File: src/rtl/vector_message_passer.sv
// vector_message_passer: a mesh node holding two operand vectors (A, B) and a
// signed accumulator. A host drives one opcode per ack handshake; operands can
// be loaded from the four neighbours or from the host, and a multiply-
// accumulate folds the lane-wise dot product of A and B into s_out.
module vector_message_passer #(
    parameter int PRECISION        = 8,
    parameter int LANES            = 4,
    parameter int OUTPUT_PRECISION = 32,
    parameter int MAC_STAGES       = 2,
    parameter int SATURATE         = 1
) (
    input  logic                          CLK,
    input  logic                          RST,
    input  logic                          ack,
    output logic                          ready,
    input  logic [3:0]                    command_to_execute,
    input  logic [LANES*PRECISION-1:0]    isu,
    input  logic [LANES*PRECISION-1:0]    isd,
    input  logic [LANES*PRECISION-1:0]    isl,
    input  logic [LANES*PRECISION-1:0]    isr,
    output logic [LANES*PRECISION-1:0]    osu,
    output logic [LANES*PRECISION-1:0]    osd,
    output logic [LANES*PRECISION-1:0]    osl,
    output logic [LANES*PRECISION-1:0]    osr,
    input  logic [LANES*PRECISION-1:0]    a_overwrite,
    input  logic [LANES*PRECISION-1:0]    b_overwrite,
    input  logic [OUTPUT_PRECISION-1:0]   s_out_overwrite,
    output logic [LANES*PRECISION-1:0]    A,
    output logic [LANES*PRECISION-1:0]    B,
    output logic [OUTPUT_PRECISION-1:0]   s_out,
    output logic                          sat_flag
);

    localparam int VW     = LANES * PRECISION;
    localparam int PROD_W = 2 * PRECISION;
    // Sum of LANES full-width products plus one spare bit of headroom.
    localparam int SUM_W  = PROD_W + $clog2(LANES) + 1;
    // Wide enough to hold accumulator + dot product without overflow.
    localparam int ACC_W  = ((SUM_W > OUTPUT_PRECISION) ? SUM_W : OUTPUT_PRECISION) + 1;
    // MAC_STAGES is limited to 1..4, so a 2-bit stage counter suffices.
    localparam int CNT_W  = 2;
    localparam logic [CNT_W-1:0] LAST_STAGE = CNT_W'(MAC_STAGES - 1);

    localparam logic [3:0] OP_NOP     = 4'h0;
    localparam logic [3:0] OP_A_UP    = 4'h1;
    localparam logic [3:0] OP_A_DOWN  = 4'h2;
    localparam logic [3:0] OP_B_LEFT  = 4'h3;
    localparam logic [3:0] OP_B_RIGHT = 4'h4;
    localparam logic [3:0] OP_A_HOST  = 4'h5;
    localparam logic [3:0] OP_B_HOST  = 4'h6;
    localparam logic [3:0] OP_S_HOST  = 4'h7;
    localparam logic [3:0] OP_MAC     = 4'h8;
    localparam logic [3:0] OP_S_CLR   = 4'h9;
    localparam logic [3:0] OP_SWAP    = 4'hA;

    typedef enum logic [1:0] {
        ST_IDLE = 2'd0,
        ST_EXEC = 2'd1,
        ST_HOLD = 2'd2
    } state_t;

    state_t                      state_q, state_d;
    logic [3:0]                  op_q, op_d;
    logic [CNT_W-1:0]            cnt_q, cnt_d;
    logic [VW-1:0]               a_q, a_d;
    logic [VW-1:0]               b_q, b_d;
    logic [OUTPUT_PRECISION-1:0] s_q, s_d;
    logic                        sat_q, sat_d;

    logic signed [SUM_W-1:0]            dot;
    logic signed [ACC_W-1:0]            acc_sum;
    logic [ACC_W-OUTPUT_PRECISION:0]    acc_top;
    logic                               acc_ovf;
    logic                               mac_sat;
    logic [OUTPUT_PRECISION-1:0]        mac_result;
    logic                               exec_last;

    assign ready    = (state_q == ST_IDLE);
    assign A        = a_q;
    assign B        = b_q;
    assign s_out    = s_q;
    assign sat_flag = sat_q;
    assign osu      = a_q;
    assign osd      = a_q;
    assign osl      = b_q;
    assign osr      = b_q;

    // Signed lane-wise dot product of A and B at full width.
    always_comb begin
        logic signed [PRECISION-1:0] ea;
        logic signed [PRECISION-1:0] eb;
        logic signed [PROD_W-1:0]    prod;
        dot  = '0;
        ea   = '0;
        eb   = '0;
        prod = '0;
        for (int i = 0; i < LANES; i++) begin
            ea   = a_q[i*PRECISION +: PRECISION];
            eb   = b_q[i*PRECISION +: PRECISION];
            prod = PROD_W'(ea) * PROD_W'(eb);
            dot  = dot + SUM_W'(prod);
        end
    end

    // Accumulate and either clamp to the signed output range or wrap.
    always_comb begin
        acc_sum = ACC_W'($signed(s_q)) + ACC_W'(dot);
        // The result fits iff every bit from the output sign bit upward agrees.
        acc_top = acc_sum[ACC_W-1:OUTPUT_PRECISION-1];
        acc_ovf = !((&acc_top) || !(|acc_top));
        mac_sat = (SATURATE != 0) && acc_ovf;
        if (mac_sat) begin
            mac_result = acc_sum[ACC_W-1] ? {1'b1, {(OUTPUT_PRECISION-1){1'b0}}}
                                          : {1'b0, {(OUTPUT_PRECISION-1){1'b1}}};
        end else begin
            mac_result = acc_sum[OUTPUT_PRECISION-1:0];
        end
    end

    // Handshake FSM and register updates on the final EXEC edge.
    always_comb begin
        // NOTE: every signal gets a default here so no path leaves it unassigned and infers a latch.
        state_d   = state_q;
        op_d      = op_q;
        cnt_d     = cnt_q;
        a_d       = a_q;
        b_d       = b_q;
        s_d       = s_q;
        sat_d     = sat_q;
        exec_last = (op_q != OP_MAC) || (cnt_q == LAST_STAGE);

        case (state_q)
            ST_IDLE: begin
                if (ack) begin
                    op_d    = command_to_execute;
                    cnt_d   = '0;
                    state_d = ST_EXEC;
                end
            end
            ST_EXEC: begin
                if (exec_last) begin
                    state_d = ST_HOLD;
                    case (op_q)
                        OP_A_UP:    a_d = isu;
                        OP_A_DOWN:  a_d = isd;
                        OP_B_LEFT:  b_d = isl;
                        OP_B_RIGHT: b_d = isr;
                        OP_A_HOST:  a_d = a_overwrite;
                        OP_B_HOST:  b_d = b_overwrite;
                        OP_S_HOST: begin
                            s_d   = s_out_overwrite;
                            sat_d = 1'b0;
                        end
                        OP_MAC: begin
                            s_d = mac_result;
                            if (mac_sat) sat_d = 1'b1;
                        end
                        OP_S_CLR: begin
                            s_d   = '0;
                            sat_d = 1'b0;
                        end
                        OP_SWAP: begin
                            a_d = b_q;
                            b_d = a_q;
                        end
                        default: ;  // OP_NOP and reserved opcodes leave state alone
                    endcase
                end else begin
                    cnt_d = cnt_q + CNT_W'(1);
                end
            end
            ST_HOLD: begin
                if (!ack) state_d = ST_IDLE;
            end
            default: state_d = ST_IDLE;
        endcase
    end

    // State register with synchronous reset that overrides any handshake.
    always_ff @(posedge CLK) begin
        // NOTE: sequential state uses non-blocking assignments so all flops update from pre-edge values.
        if (RST) begin
            state_q <= ST_IDLE;
            op_q    <= OP_NOP;
            cnt_q   <= '0;
            a_q     <= '0;
            b_q     <= '0;
            s_q     <= '0;
            sat_q   <= 1'b0;
        end else begin
            state_q <= state_d;
            op_q    <= op_d;
            cnt_q   <= cnt_d;
            a_q     <= a_d;
            b_q     <= b_d;
            s_q     <= s_d;
            sat_q   <= sat_d;
        end
    end

endmodule
File: config.mk
export PLATFORM = sky130hd
export DESIGN_NAME = vector_message_passer
export DESIGN_NICKNAME = d
export VERILOG_FILES = /design/src/rtl/vector_message_passer.sv
export SDC_FILE = /design/constraint.sdc
export NUM_CORES = 1
export LEC_CHECK = 0
export BUFFER_PORTS_ARGS = -buffer_cell sky130_fd_sc_hd__buf_2
export CORE_UTILIZATION = 52
export CTS_CLUSTER_SIZE = 14
export DETAILED_ROUTE_END_ITERATION = 8
export GPL_TIMING_DRIVEN = 0
export HOLD_SLACK_MARGIN = 0.1
export PLACE_DENSITY_LB_ADDON = 0.3
export SYNTH_ARGS = -nofsm -noshare
export SYNTH_HDL_FRONTEND = slang
export SYNTH_SLANG_ARGS = --single-unit
File: constraint.sdc
create_clock -name CLK -period 8 [get_ports CLK]
set_input_delay 0.4 -clock CLK [delete_from_list [all_inputs] [get_ports CLK]]
set_output_delay 0.4 -clock CLK [all_outputs]
set_load 0.05 [all_outputs]
==> results by stage, run 1 <==
Clock tree:
- The H-tree level count is 3.
- The CTS tree is done.
- The clock sink count is between 100 and 150.
- The quantity of hold-fixing buffers added after cts is 0.
- For the worst-skew pair, the clock arrives at the later sink with an insertion delay of 0.43 ns.
- No sink is reached through more buffers than the 2 on the longest clock path.
- The clock slew at the register clock pins of the worst setup and hold paths is approximately 0.080 ns.
- CTS placed an instance of sky130_fd_sc_hd__clkbuf_16 at the clock tree root.
- The number of clock buffers inserted by TritonCTS is 9.

GRT:
- The remaining global-route overflow is 0.
- Global routing used roughly two fifths of the available tracks.
- The number of global-route vias before repair is roughly 20000.
- The number of antenna violations at the first check in global routing is 6.
- Entering global routing, the biggest net connects 20 pins.
- The wire length of the first global-routing pass is 122.5 mm.

Routing:
- In the routed design, unresolved DRC markers number 0.
- Summing over every cut layer, the via total after detailed routing is just under 20000.
- The overall routed net length is about 84 mm.
- After detailed routing, the number of vias per cell comes to between 5 and 6.
- For this block, the initial DRC count from the detailed router was 1877.
- After detailed routing, the average wire length per cell comes to 24.11 µm.
- The first detailed-routing pass took 9 iterations.
- The detail route stage leaves a number of antenna-violating nets equal to 0.

Floorplanning:
- The number of top-level design ports is ~460.
- The initial utilization of the core area, before any placement, comes to a little over half.
- The die area is ~0.043 mm².
- The overall die width is 208.0 µm.
- In this run the core area contains 75 standard-cell rows.
- Measured along the y axis, the die boundary spans roughly 210 µm.
- The core region area is about 0.042 mm².

Critical path:
- The arrival time at the worst endpoint is about 8.4 ns.
- Along the worst path, the maximum fanout reaches 6.
- The worst setup path is of the flip-flop to flip-flop kind.
- The worst setup path is launched from a flip-flop.
- The worst setup path is captured at a flip-flop.
- The required time of the worst setup path is slightly above 8 ns.

Pwr:
- The switching power summed over all nets is 897.5 µW.
- The net switching share of the total power is between 40% and 50%.
- The proportion of power drawn by flip-flops and latches is between 20 and 30%.
- Of the total power, combinational logic draws a little under half.
- Power comes to ~2 mW.
- The power per cell area is 74.87 mW/mm².
- The cell-internal power is 1.157 mW.
- The largest vdd supply drop is ~0.1 mV.
- The fraction of power consumed by the clock network is between 20% and 30%.
- The leakage power total is 13.97 nW.

STA:
- Once routing completed, OpenROAD measured the worst setup slack at -0.06656 ns.
- Setup repair after global routing could not meet its margin everywhere.
- The total count of hold-check failures in the final report was 0.
- Setup violations remaining at the end of the flow were counted as 18.
- The highest clock rate is 124.0 MHz.
- The setup clock skew after layout is ~0.031 ns.
- The final-report max-slew violation count came to 0.
- The routed design could run at a clock period as short as about 8.1 ns.
- The worst path uses 100.8% of the clock period.
- At the pin with the least slew margin, the transition time is between 1 and 1.5 ns.
- In the final timing run, aggregate negative setup slack is -0.5330 ns.
- Measured against its own limit, the worst slew margin works out to between 10% and 20%.

Yosys:
- The post-synthesis simple-gate area fraction is 10.35%.
- Counting every instance in the synthesized netlist gives 2362.
- The multiplexer share of the synthesized area is 3.466%.
- The area share of xor/xnor cells in the synthesized design is 1.384%.
- Of all flip-flops after synthesis, the portion carrying an async set or reset was 0%.
- After synthesis the netlist holds a flip-flop and latch count of 105.
- The count of distinct cell types in the synthesized netlist is 56.
- The number of warnings issued by yosys is 0.
- The post-synthesis instance area is around 0.022 mm².
- By area, the combinational part of the netlist is dominated by adder cells.
- Summing the sequential cell areas from Yosys gives 9.529% of the chip area.
- A synthesized cell averages 9.339 µm².
- The post-synth net total is between 3000 and 4000.
- For this run, the leading register cell type out of synthesis is sky130_fd_sc_hd__dfxtp_1.
- After Yosys synthesis, full adders, half adders and majority gates account for between 40 and 50% of the synthesized area.
- The synthesized netlist devotes 10.37% of its cell area to compound gates.
- In this run, synthesis inferred 0 flip-flops with an integrated enable.

Placement:
- In this run the cell area measured after placement is between 0.02 and 0.03 mm².
- The half-perimeter wire length after detailed placement is 66.24 mm.
- The total of buffers placed on input and output ports is 455.
- The final weighted congestion of routability-driven global placement is slightly below 1.

Job:
- The number of violations of the max-capacitance limit is 0.

Outcome:
- The run finished, with violations left.
- The final reports fail on setup timing.

Final layout:
- Relative to the synthesized area, the layout overhead comes to 24.40%.
- The share of post-route cells with drive strength above 1 is between 30% and 40%.
- The count of fill cells added during filler insertion is 3409.
- The share of the core filled with cells is 65.57%.
- The area used by sequential logic in the layout is between 0.002 and 0.0025 mm².
- The library cell used most frequently in the layout, excluding fill and tap cells, is sky130_fd_sc_hd__inv_1.
- The library cells used most frequently in the layout, excluding fill and tap cells, are sky130_fd_sc_hd__inv_1 (516), sky130_fd_sc_hd__buf_2 (459), sky130_fd_sc_hd__fa_1 (450).
- Summing all multi-input logic gate instances after layout gives 0.01731 mm².
- The post-route cell area is ~0.027 mm².
- The number of nets in the finished design is 3740.

Hold path:
- The worst hold path class is primary input to flip-flop.
[metal layers]
layer,track usage (%),vias up,wire length [µm]
met2,61.37,1182,38960
li1,-,8361,-
met1,47.89,9895,30070
met4,22.09,6,5715
met3,9.555,297,8717
met5,0,-,36
[final timing paths]
check	start	to	slack, ns	cells past startpoint
worst max-delay path	A[7]$_SDFFE_PP0P_	s_out[24]$_SDFFE_PP0P_	-0.07	27
worst min-delay path	command_to_execute[2]	op_q[2]$_SDFFE_PP0P_	0.24	3
worst max register to register	A[7]$_SDFFE_PP0P_	s_out[24]$_SDFFE_PP0P_	-0.07	27
worst min register to register	sat_flag$_SDFFE_PP0P_	sat_flag$_SDFFE_PP0P_	0.48	2
[cell type report]
class	count	area share, %
Inverter	528	7.282
Multi-Input combinational cell	1482	63.09
Buffer	229	5.900
Timing Repair Buffer	560	11.93
Clock inverter	7	0.3146
Sequential cell	105	8.125
Antenna cell	3	0.02736
Timing Repair inverter	2	0.05471
Clock buffer	9	0.8207
Tap cell	539	2.458
[cells in the mapped netlist, types with 3 or more instances]
cell type / n / area [µm²]
sky130_fd_sc_hd__inv_1: 528 / 1982
sky130_fd_sc_hd__fa_1: 466 / 9329
sky130_fd_sc_hd__nand2_1: 144 / 540.5
sky130_fd_sc_hd__nor2_1: 134 / 503.0
sky130_fd_sc_hd__buf_4: 129 / 968.4
sky130_fd_sc_hd__ha_1: 126 / 1577
sky130_fd_sc_hd__and2_1: 117 / 732.0
sky130_fd_sc_hd__clkbuf_1: 107 / 401.6
sky130_fd_sc_hd__dfxtp_1: 105 / 2102
sky130_fd_sc_hd__a211oi_1: 73 / 548.0
sky130_fd_sc_hd__a221oi_1: 53 / 464.2
sky130_fd_sc_hd__a21oi_1: 51 / 255.2
sky130_fd_sc_hd__mux2i_1: 37 / 370.4
sky130_fd_sc_hd__mux2_2: 35 / 394.1
sky130_fd_sc_hd__a222oi_1: 32 / 320.3
sky130_fd_sc_hd__o21ai_0: 26 / 130.1
sky130_fd_sc_hd__nor2b_1: 25 / 156.4
sky130_fd_sc_hd__xnor2_1: 23 / 201.4
sky130_fd_sc_hd__nand2b_1: 20 / 125.1
sky130_fd_sc_hd__a22oi_1: 15 / 112.6
sky130_fd_sc_hd__a21o_1: 13 / 97.59
sky130_fd_sc_hd__nor3_1: 12 / 60.06
sky130_fd_sc_hd__xor2_1: 10 / 87.58
sky130_fd_sc_hd__buf_2: 7 / 35.03
sky130_fd_sc_hd__o21a_1: 7 / 52.55
sky130_fd_sc_hd__buf_1: 5 / 18.77
sky130_fd_sc_hd__nand3_1: 5 / 25.02
sky130_fd_sc_hd__nand4_1: 5 / 31.28
sky130_fd_sc_hd__nor3b_1: 5 / 37.54
sky130_fd_sc_hd__o211ai_1: 5 / 37.54
sky130_fd_sc_hd__a31oi_1: 3 / 18.77
sky130_fd_sc_hd__or2_2: 3 / 18.77
sky130_fd_sc_hd__or3_1: 3 / 18.77
[worst max-delay path, stage by stage, from the launching register on]
cell and delay [ns]:
sky130_fd_sc_hd__dfxtp_4 0.39, sky130_fd_sc_hd__buf_6 0.15, sky130_fd_sc_hd__and2_4 0.14, sky130_fd_sc_hd__fa_2 0.62, sky130_fd_sc_hd__buf_6 0.13, sky130_fd_sc_hd__clkinvlp_4 0.11, sky130_fd_sc_hd__buf_12 0.16, sky130_fd_sc_hd__fa_1 0.58
sky130_fd_sc_hd__fa_1 0.45, sky130_fd_sc_hd__fa_1 0.47, sky130_fd_sc_hd__fa_1 0.54, sky130_fd_sc_hd__inv_2 0.04, sky130_fd_sc_hd__fa_1 0.53, sky130_fd_sc_hd__inv_1 0.05, sky130_fd_sc_hd__fa_1 0.46, sky130_fd_sc_hd__fa_1 0.51
sky130_fd_sc_hd__inv_2 0.04, sky130_fd_sc_hd__ha_4 0.23, sky130_fd_sc_hd__a21oi_2 0.14, sky130_fd_sc_hd__o21ai_2 0.09, sky130_fd_sc_hd__a221o_1 0.33, sky130_fd_sc_hd__a21o_1 0.22, sky130_fd_sc_hd__a221oi_4 0.37, sky130_fd_sc_hd__o21ai_4 0.14
sky130_fd_sc_hd__a211o_1 0.34, sky130_fd_sc_hd__a2bb2oi_4 0.23, sky130_fd_sc_hd__mux2_4 0.34, sky130_fd_sc_hd__a2111oi_4 0.18
[sequential cells by signal, indices dropped and copies added (netlist names)]
name / flops
op_q: 4
B: 32
A: 32
state_q: 2
sat_flag: 1
cnt_q: 2
s_out: 32
[per-stage QoR]
stage | setup WS [ns] | std cells | hold slack, ns
6_report | -0.06656 | 3464 | 0.2420
5_1_grt | -0.2541 | 3464 | 0.2608
4_1_cts | 0.00009504 | 3416 | 0.2406
3_5_place_dp | -1.442 | 3356 | 0.4792
3_3_place_gp | -1.290 | 3356 | 0.4539
2_1_floorplan | -0.03399 | 2362 | 0.4865
[cell families after synthesis]
family | count (synthesis)
flops | 105
simple gates | 478
compound gates | 304
xor+xnor | 34
mux | 72
fa+ha+maj | 592
buf+inv | 777
[power groups by stage]
stage,logic (mW),registers [mW],clock network [mW]
after global placement,0.818,0.588,0
final,0.960,0.580,0.514
after floorplan,0.520,0.616,0
after global routing,1.02,0.579,0.526
after CTS,0.871,0.578,0.511
after detailed placement,0.828,0.588,0
[what timing repair did]
item                       4_1_cts  5_1_grt
gates resized for setup        150      147
gates cloned                     5        2
pin swaps                       40       65
setup endpoints to repair       33       32
setup buffers                   59       43
hold endpoints to repair         0        0
Power figures use the tool's default switching activity.
==> inputs of run 2 (changes only) <==
--- a/config.mk
+++ b/config.mk
@@ -6,7 +6,7 @@
 export NUM_CORES = 1
 export LEC_CHECK = 0
 export BUFFER_PORTS_ARGS = -buffer_cell sky130_fd_sc_hd__buf_2
-export CORE_UTILIZATION = 52
+export CORE_UTILIZATION = 55
 export CTS_CLUSTER_SIZE = 14
 export DETAILED_ROUTE_END_ITERATION = 8
 export GPL_TIMING_DRIVEN = 0
@@ -15,3 +15,4 @@
 export SYNTH_ARGS = -nofsm -noshare
 export SYNTH_HDL_FRONTEND = slang
 export SYNTH_SLANG_ARGS = --single-unit
+export TNS_END_PERCENT = 5
==> constraint.sdc (replaced) <==
create_clock -name CLK -period 9.6 [get_ports CLK]
set_input_delay 0.48 -clock CLK [delete_from_list [all_inputs] [get_ports CLK]]
set_output_delay 0.48 -clock CLK [all_outputs]
set_load 0.05 [all_outputs]
==> run 2 against run 1 <==
Against the previous run: sequential cell count stayed put; critical path depth down 1; count of clock-buffer cells in the layout did not move; core utilization decreased by 0.35 points; largest cell class unchanged; the flow finishes with violations (DRC); highest routed layer unchanged.
==> results by stage, run 2 (synthesized netlist as in run 1, its figures left out) <==
Routing:
- The number of detailed-routing iterations run before antenna repair is 9 (unchanged).
- The average vias per placed instance was 5.673 (-0.46%).
- The number of DRC violations after detailed-routing iteration 0 is 1704 (-9.2%).
- The detail-routed net length per standard cell is 23.33 µm (-3.2%).
- The via count of the routed design is 19070 (-3.4%).
- The number of DRC violations after detailed routing is 1 (+1).
- The overall routed net length is 78.43 mm (-6.1%).
- The count of nets left with antenna violations after detail routing is 0 (unchanged).

Critical path:
- The category of the worst setup path capture point is a flip-flop.
- The largest fanout on the critical path is 10 (+4).
- The arrival time at the worst endpoint is 9.57 ns (+1.19 ns).
- The most critical setup path has its endpoint at s_out[17]$_SDFFE_PP0P_.
- The category of the critical setup timing path is flip-flop to flip-flop.
- The worst register-to-register path ends at s_out[17]$_SDFFE_PP0P_.
- The most critical setup path has its startpoint at B[12]$_SDFFE_PP0P_.
- The startpoint type of the worst setup path is a flip-flop.
- The origin of the critical flop-to-flop path is B[12]$_SDFFE_PP0P_.
- The required time of the worst setup path is 9.90 ns (+1.59 ns).
- The worst-case register-to-register setup slack came to 0.33 ns (+0.40 ns).
- The cell depth of the worst flop-to-flop path came to 26 (-3.7%).

Placement:
- The total placed instance area came to 0.02501 mm² (-0.96%).
- The total of buffers placed on input and output ports was 455 (unchanged).
- The half-perimeter wire length after detailed placement was 65.33 mm (-1.4%).
- The instance count after placement with tap cells included is 3336 (-0.60%).
- The final weighted congestion of routability-driven global placement is 1.012 (+2.6%).

GRT:
- The global-route total usage across every layer is 38.95% (+0.44 points).
- The largest net degree at the start of global routing is 25 (+25%).
- The number of antenna violations at the first check in global routing came to 5 (-1).
- The number of global-route vias before repair is 19790 (-2.0%).
- The remaining global-route overflow was 0 (unchanged).
- The wire length of the first global-routing pass is 118.3 mm (-3.4%).

Outcome:
- The checks that failed: DRC.
- The flow ran to the end, but the final reports show violations.

STA:
- The final-report max-slew violation count is 0 (unchanged).
- The setup clock skew after layout is 0.01876 ns (-0.01257 ns).
- The minimum clock period after layout is 9.271 ns (+1.204 ns).
- The transition time at the pin with the least slew margin is 1.204 ns (-0.1040 ns).
- The relative slew slack is 19.76% (+6.9 points).
- The final cycle utilization of the critical path is 96.57% (-4.3 points).
- The number of setup violations in the final report was 0 (-18).
- The highest clock rate is 107.9 MHz (-13%).
- The total count of hold-check failures in the final report came to 0 (unchanged).

Pwr:
- The power per cell area is 62.45 mW/mm² (-17%).
- The largest vdd supply drop is 0.09361 mV (-6.7%).
- The leakage power total is 13.23 nW (-5.2%).
- The total design power came to 1.592 mW (-22%).

Final layout:
- The count of non-filler cells in the finished layout was 3362 (-2.9%).
- The number of nets in the finished design was 3661 (-2.1%).
- In the layout the commonest cells are sky130_fd_sc_hd__inv_1 (524), sky130_fd_sc_hd__fa_1 (463), sky130_fd_sc_hd__buf_2 (460).
- The share of post-route cells with drive strength above 1 is 24.52% (-8.4 points).
- The post-route cell area is 0.02550 mm² (-7.1%).
- The most common library cell in the layout ignoring fill and taps is sky130_fd_sc_hd__inv_1.
- The count of fill cells added during filler insertion was 3258 (-4.4%).
- Relative to the synthesized area, the layout overhead comes to 15.59%.

Floorplanning:
- The height of the die is 202.3 µm (-2.7%).
- The initial core utilization is 56.42% (+3.7 points).
- The core region area is 0.03910 mm² (-6.6%).
- The die area was 0.04091 mm² (-5.4%).
- The number of top-level design ports came to 457 (unchanged).
- The overall die width was 202.3 µm (-2.7%).
- The cell row count is 72 (-4.0%).

Clock tree:
- The number of buffers between clock root and the deepest sink is 2 (unchanged).
- The insertion delay to the later sink of the worst-skew pair is 0.40 ns (-0.03 ns).
- The number of clock buffers inserted by TritonCTS is 9 (unchanged).
- TritonCTS built the clock tree.
- The H-tree level count was 3 (unchanged).
- The clock sink count is 105 (unchanged).
- The cell at the root of the clock tree is sky130_fd_sc_hd__clkbuf_16.
- The clock slew at the register clock pins of the worst setup and hold paths was 0.09 ns (about the same).

Hold path:
- The tightest min-delay check is of the primary input to flip-flop type.

Job:
- The number of violations of the max-capacitance limit is 0 (unchanged).
==> run 2: cell types whose count changed in the layout (fill, tap and decap cells not counted), sizes merged <==
| cell | before | now |
|---|---|---|
| buf | 710 | 602 |
| clkbuf | 88 | 119 |
| diode | 3 | 1 |
| nand2 | 146 | 144 |
| bufinv | 1 | 0 |
| clkinv | 2 | 3 |
==> run 2: cell type report <==
cell class / count / area (µm²) / share of cell area, %
antenna: 1 / 2.502 / 0.009814
clock buffer: 9 / 225.2 / 0.8833
buffer: 249 / 1459 / 5.722
tap: 518 / 648.1 / 2.542
inverter: 528 / 1997 / 7.832
timing repair inverter: 2 / 15.01 / 0.05888
timing repair buffer: 463 / 2375 / 9.314
sequential: 105 / 2110 / 8.273
clock inverter: 7 / 78.83 / 0.3091
multi-input combinational: 1480 / 16590 / 65.06
==> run 2: layer usage <==
metal	global-route usage (%)	up-vias	wire [µm]
li1	-	8177	-
met1	49.19	9580	28940
met2	62.27	1094	37120
met3	9.384	214	7762
met4	20.11	6	4558
met5	0	-	43
==> run 2: metrics by stage <==
stage	setup slack (ns)	setup TNS [ns]	hold slack, ns	utilization, %
finish	0.3295	0	0.3443	65.22
global route	-0.04543	-0.3150	0.3662	65.21
CTS	0.004465	0	0.3340	64.92
detailed placement	-0.4764	-10.17	0.4635	63.97
global placement	-0.7957	-20.32	0.4520	63.90
floorplan	0.5429	0	0.4865	-
==> run 2: timing repair <==
item / in CTS / in global routing
hold buffers: 0 / 0
setup endpoints to repair: 32 / 32
gates resized for setup: 19 / 32
setup buffers: 2 / 5
pin swaps: 0 / 1
gates cloned: 2 / 0
==> run 2: worst max-delay path: stages (launching register included) <==
cell	delay, ns
sky130_fd_sc_hd__dfxtp_1	0.64
sky130_fd_sc_hd__clkbuf_1	0.60
sky130_fd_sc_hd__nand2_1	0.15
sky130_fd_sc_hd__fa_1	0.71
sky130_fd_sc_hd__fa_1	0.49
sky130_fd_sc_hd__fa_1	0.55
sky130_fd_sc_hd__fa_1	0.47
sky130_fd_sc_hd__fa_2	0.65
sky130_fd_sc_hd__clkinvlp_4	0.12
sky130_fd_sc_hd__buf_4	0.19
sky130_fd_sc_hd__fa_1	0.50
sky130_fd_sc_hd__inv_1	0.05
sky130_fd_sc_hd__fa_1	0.45
sky130_fd_sc_hd__fa_1	0.49
sky130_fd_sc_hd__inv_1	0.04
sky130_fd_sc_hd__ha_1	0.39
sky130_fd_sc_hd__nand4_1	0.20
sky130_fd_sc_hd__nor4_1	0.37
sky130_fd_sc_hd__o21ai_0	0.19
sky130_fd_sc_hd__a21oi_2	0.25
sky130_fd_sc_hd__o211ai_1	0.20
sky130_fd_sc_hd__a21oi_1	0.21
sky130_fd_sc_hd__xnor2_1	0.14
sky130_fd_sc_hd__nor2_1	0.43
sky130_fd_sc_hd__a21oi_4	0.17
sky130_fd_sc_hd__buf_4	0.24
sky130_fd_sc_hd__a221oi_1	0.25
==> run 2: worst min path at each step <==
stage / startpoint / end / slack, ns / cells after the start
2_1_floorplan: state_q[1]$_SDFFE_PP0P_ / state_q[1]$_SDFFE_PP0P_ / 0.49 / 2
3_5_place_dp: sat_flag$_SDFFE_PP0P_ / sat_flag$_SDFFE_PP0P_ / 0.46 / 2
6_report: command_to_execute[3] / op_q[3]$_SDFFE_PP0P_ / 0.34 / 3
4_1_cts: s_out_overwrite[27] / s_out[27]$_SDFFE_PP0P_ / 0.33 / 3
3_3_place_gp: sat_flag$_SDFFE_PP0P_ / sat_flag$_SDFFE_PP0P_ / 0.45 / 2
5_1_grt: command_to_execute[3] / op_q[3]$_SDFFE_PP0P_ / 0.37 / 3
==> run 2: power by group <==
part	internal (mW)	switching, mW	total, mW
Combinational	0.249	0.451	0.700
Clock	0.186	0.223	0.410
Sequential	0.449	0.0330	0.482
Total	0.885	0.707	1.59
